<file path="src/rtl/fifo_pkg.sv">
// Shared dual-clock FIFO definitions: default address width and Gray/binary
// conversion helpers usable by both the read and write pointer blocks.
package fifo_pkg;

   localparam int N_ADDR = 4;

   // Operands are zero-extended to 32 bits, so any pointer width up to 32 converts correctly.
   function automatic logic [31:0] bin2gray(input logic [31:0] bin);
      return bin ^ (bin >> 1);
   endfunction

   function automatic logic [31:0] gray2bin(input logic [31:0] gray);
      logic [31:0] bin;
      bin[31] = gray[31];
      for (int i = 30; i >= 0; i--) begin
         bin[i] = bin[i+1] ^ gray[i];
      end
      return bin;
   endfunction

endpackage

</file>
<file path="src/rtl/gray2bin_n.sv">
// Combinational Gray-to-binary converter of width W.
module gray2bin_n
   import fifo_pkg::*;
#(
   parameter int W = N_ADDR + 1
) (
   input  logic [W-1:0] gray,
   output logic [W-1:0] bin
);

   assign bin = W'(gray2bin(32'(gray)));

endmodule

</file>
<file path="src/rtl/rptr_empty.sv">
// Read-side pointer, empty/almost-empty flags, fill level and sticky underflow
// for the dual-clock FIFO; all state lives in the rclk domain.
module rptr_empty
   import fifo_pkg::*;
#(
   parameter int n        = N_ADDR,
   parameter int AE_LEVEL = 2
) (
   input  logic         rclk,
   input  logic         rrst,
   input  logic         rinc,
   input  logic         rclr_err,
   input  logic [n:0]   rq2_wptr,
   output logic [n-1:0] raddr,
   output logic [n:0]   rptr,
   output logic         rempty,
   output logic         raempty,
   output logic [n:0]   rlevel,
   output logic         runderflow
);

   localparam int             PTR_W    = n + 1;
   localparam logic [PTR_W-1:0] AE_LVL_C = PTR_W'(AE_LEVEL);

   logic [PTR_W-1:0] rbin_r;
   logic [PTR_W-1:0] rbnext_s;
   logic [PTR_W-1:0] rgnext_s;
   logic [PTR_W-1:0] wbin_s;
   logic [PTR_W-1:0] lvl_next_s;
   logic             pop_s;

   gray2bin_n #(.W(PTR_W)) u_wbin (
      .gray (rq2_wptr),
      .bin  (wbin_s)
   );

   // Next-pointer and next-level computation; flags compare against the post-pop pointer.
   always_comb begin
      pop_s      = rinc & ~rempty;
      rbnext_s   = rbin_r + {{n{1'b0}}, pop_s};
      rgnext_s   = PTR_W'(bin2gray(32'(rbnext_s)));
      lvl_next_s = wbin_s - rbnext_s;
   end

   assign raddr = rbin_r[n-1:0];

   // Pointer, flag and level registers; set of underflow takes priority over clear.
   always_ff @(posedge rclk) begin
      if (rrst) begin
         rbin_r     <= {PTR_W{1'b0}};
         rptr       <= {PTR_W{1'b0}};
         rempty     <= 1'b1;
         raempty    <= 1'b1;
         rlevel     <= {PTR_W{1'b0}};
         runderflow <= 1'b0;
      end else begin
         rbin_r  <= rbnext_s;
         rptr    <= rgnext_s;
         rempty  <= (rgnext_s == rq2_wptr);
         raempty <= (lvl_next_s <= AE_LVL_C);
         rlevel  <= lvl_next_s;
         if (rinc && rempty) begin
            runderflow <= 1'b1;
         end else if (rclr_err) begin
            runderflow <= 1'b0;
         end else begin
            runderflow <= runderflow;
         end
      end
   end

endmodule

</file>
<file path="config.mk">
export PLATFORM = sky130hd
export DESIGN_NAME = rptr_empty
export DESIGN_NICKNAME = d
export VERILOG_FILES = /design/src/rtl/fifo_pkg.sv /design/src/rtl/gray2bin_n.sv /design/src/rtl/rptr_empty.sv
export SDC_FILE = /design/constraint.sdc
export NUM_CORES = 1
export LEC_CHECK = 0
export ABC_AREA = 0
export CORE_MARGIN = 3
export CORE_UTILIZATION = 49
export DETAILED_ROUTE_END_ITERATION = 6
export GPL_ROUTABILITY_DRIVEN = 0
export HOLD_SLACK_MARGIN = 0.08
export PLACE_DENSITY_LB_ADDON = 0.15
export SLEW_MARGIN = 20
export SYNTH_ARGS = -nofsm -noshare
export SYNTH_HDL_FRONTEND = slang
export SYNTH_SLANG_ARGS = --single-unit
</file>
<file path="constraint.sdc">
create_clock -name rclk -period 7.7 [get_ports rclk]
set_input_delay 1.54 -clock rclk [delete_from_list [all_inputs] [get_ports rclk]]
set_output_delay 1.54 -clock rclk [all_outputs]
set_load 0.005 [all_outputs]
</file>
==> flow_summary.json <==
{
  "run_status": "finished clean",
  "async_flop_share": 0,
  "synth.distinct_cells": 28,
  "maxCapViolations": 0,
  "period_needed_ns": 4.32,
  "grt_max_degree": 17,
  "h-tree-depth": 1,
  "path_max_fanout": 3,
  "die_area_mm2": 0.00241,
  "busiest_layer": "met2",
  "wl_per_cell_um": 11.4,
  "holdCritPathClass": "reg2reg",
  "clock_skew_ns": 0.00472,
  "worst-slew-pin-transition_ns": 0.758,
  "clk_latency_ns": 0.29,
  "hp-start": "runderflow",
  "wl_um": 1660,
  "die_w_um": 49.1,
  "met1_usage": 0.200,
  "end_kind": "flip-flop",
  "die_h_um": 49.1,
  "timing.rr.start": "rempty",
  "clock-sinks": 17,
  "cp_top_family": "XOR/XNOR gates",
  "synth_area_um2": 910,
  "use_met2": 0.257,
  "cp.arrival_ns": 4.56,
  "power_leakage_nw": 0.502,
  "grt_first_pass_wirelength_um": 2970,
  "holdWs_ns": 0.469,
  "crit_chain": "clkdlybuf4s50_1 > xor3_2 > xnor2_1 > xnor2_1 > ha_1 > inv_1 > fa_1 > and2_1 > a221o_1 > mux2i_1 > o2111a_1",
  "vias_per_cell": 4.91,
  "ctsHoldBuffers": 0,
  "num_rows": 14,
  "vdd_drop_max_mv": 0.133,
  "place.detailed.hpwl_um": 1340,
  "cp_slowest_cell": "clkdlybuf4s50_1",
  "start_util": 0.558,
  "yosysWarnings": 0,
  "cts_root_buf": "clkbuf_4",
  "critical_path_class": "in2reg",
  "fin_nets": 139,
  "grt_pass1_vias": 648,
  "ios": 26,
  "min_path_cells": 2,
  "drtIter0Drc": 16,
  "overflow": 0,
  "portBuffers": 25,
  "r2r_slack_ns": 5.26,
  "setup_viol": 0,
  "ff2ff_path_depth": 9,
  "synth_fp_nets": 110,
  "hold_end": "runderflow",
  "finalMaxSlewViolations": 0,
  "num_vias": 717,
  "clockBufferDepth": 2,
  "fin_crit_sh": 0.561,
  "max_stage_delay_ns": 0.53,
  "stdcell_count": 146,
  "cts_tree": "done",
  "area_growth_pct": 33.3,
  "ant_nets": 0,
  "drive_gt1_frac": 0.0410,
  "ys_seq_area_frac": 0.374,
  "ys_ff_latch": 17,
  "setup_tns_ns": 0,
  "postCtsSetupRepairBufs": 0,
  "rsz0062_at_grt": "false",
  "max_freq_ghz": 0.232,
  "first_pass_iters": 4,
  "pwr_density_cell_mw_per_mm2": 177,
  "drc": 0,
  "num_antenna_cells": 0,
  "grt_usage": 0.160,
  "fillers": 126,
  "cp.required_ns": 7.94,
  "critPathMostFrequentCell": "xnor2_1",
  "antenna_found_initial": 0,
  "dp_cells": 142,
  "use_met3": 0.0489,
  "synthFlopType": "dfxtp_1",
  "critPathLaunchType": "input pin",
  "syn_inst": 94,
  "cts-buffers-inserted": 3,
  "core_mm2": 0.00163,
  "synth-edff-count": 0,
  "slew_headroom": 0.491,
  "cts.repair.resized": 0,
  "syn_avg_cell_area_um2": 9.68,
  "clk_pin_slew_ns": 0.09,
  "path_buf_inv": 2,
  "reg2reg_to": "raempty",
  "hold_viol_final": 0
}
-- synth_stat cells, types with 2 or more instances --
master,count,share of area
xnor2_1,13,0.13
ha_1,6,0.083
dfxtp_1,17,0.37
and2_1,4,0.028
nand2_1,6,0.025
nor2b_1,4,0.028
inv_1,6,0.025
nor3_1,2,0.011
a21oi_1,5,0.028
xor2_1,5,0.048
nor2_1,9,0.037
-- layout by cell type (no fill, tap or decap), types with 2 or more instances in the layout --
| cell type | n |
|---|---|
| a21oi_1 | 5 |
| and2_1 | 4 |
| clkbuf_4 | 3 |
| clkdlybuf4s50_1 | 25 |
| dfxtp_1 | 17 |
| ha_1 | 6 |
| inv_1 | 6 |
| nand2_1 | 6 |
| nor2_1 | 9 |
| nor2b_1 | 4 |
| nor3_1 | 2 |
| xnor2_1 | 13 |
| xor2_1 | 5 |
-- flip-flops by register name, indices dropped and copies added, names as in the netlist --
register	cells
raempty	1
rbin_r	4
rptr	5
rempty	1
rlevel	5
runderflow	1
-- routing by layer --
metal	wire, um	vias to the layer above
met5	0	-
met4	23	0
met3	110	4
met2	796	22
met1	734	327
li1	-	364
-- cell families after synthesis --
kind of cell | count (synthesis) | synth area share
flops | 17 | 0.374
simple gates | 30 | 0.161
xor+xnor | 20 | 0.227
fa+ha+maj | 7 | 0.105
buf+inv | 7 | 0.0289
compound gates | 12 | 0.0935
mux | 1 | 0.0110
-- tightest hold or removal path, delay by kind of cell, from the launching register on --
kind	cells	cell delay, ns
AO/OA/AOI/OAI	1	0.05
flip-flops	1	0.32
AND/OR/NAND/NOR	1	0.06
-- worst max path at each step --
stage,from,endpoint,cells past startpoint
floorplan,rq2_wptr[4],raempty,10
global placement,rq2_wptr[4],raempty,11
detailed placement,rq2_wptr[4],raempty,11
CTS,rq2_wptr[4],raempty,11
global route,rq2_wptr[4],raempty,11
finish,rq2_wptr[4],raempty,11
-- power breakdown --
| group | internal [mW] | total (mW) | switching [mW] |
|---|---|---|---|
| combinational | 0.0397 | 0.0683 | 0.0286 |
| sequential | 0.0969 | 0.0996 | 0.00269 |
| clock | 0.0202 | 0.0471 | 0.0269 |
-- final cells by class --
type                    instances  area (um2)  area share
multi-input cells              70         543       0.448
repair buffers                 25         250       0.206
clock buffers                   4        26.3      0.0217
flip-flops and latches         17         340       0.281
well taps                      24        30.0      0.0248
inverters                       6        22.5      0.0186
-- stage by stage --
| step | setup slack, ns | utilization | power (mW) | cell area (um2) |
|---|---|---|---|---|
| detailed placement | 3.07 | 0.728 | 0.170 | 1190 |
| floorplan | 3.82 | - | 0.140 | 910 |
| global placement | 3.18 | 0.728 | 0.169 | 1190 |
| CTS | 3.38 | 0.744 | 0.217 | 1210 |
| finish | 3.38 | 0.744 | 0.215 | 1210 |
| global route | 3.21 | 0.744 | 0.229 | 1210 |
No activity file was read; power rests on OpenSTA's default activity.
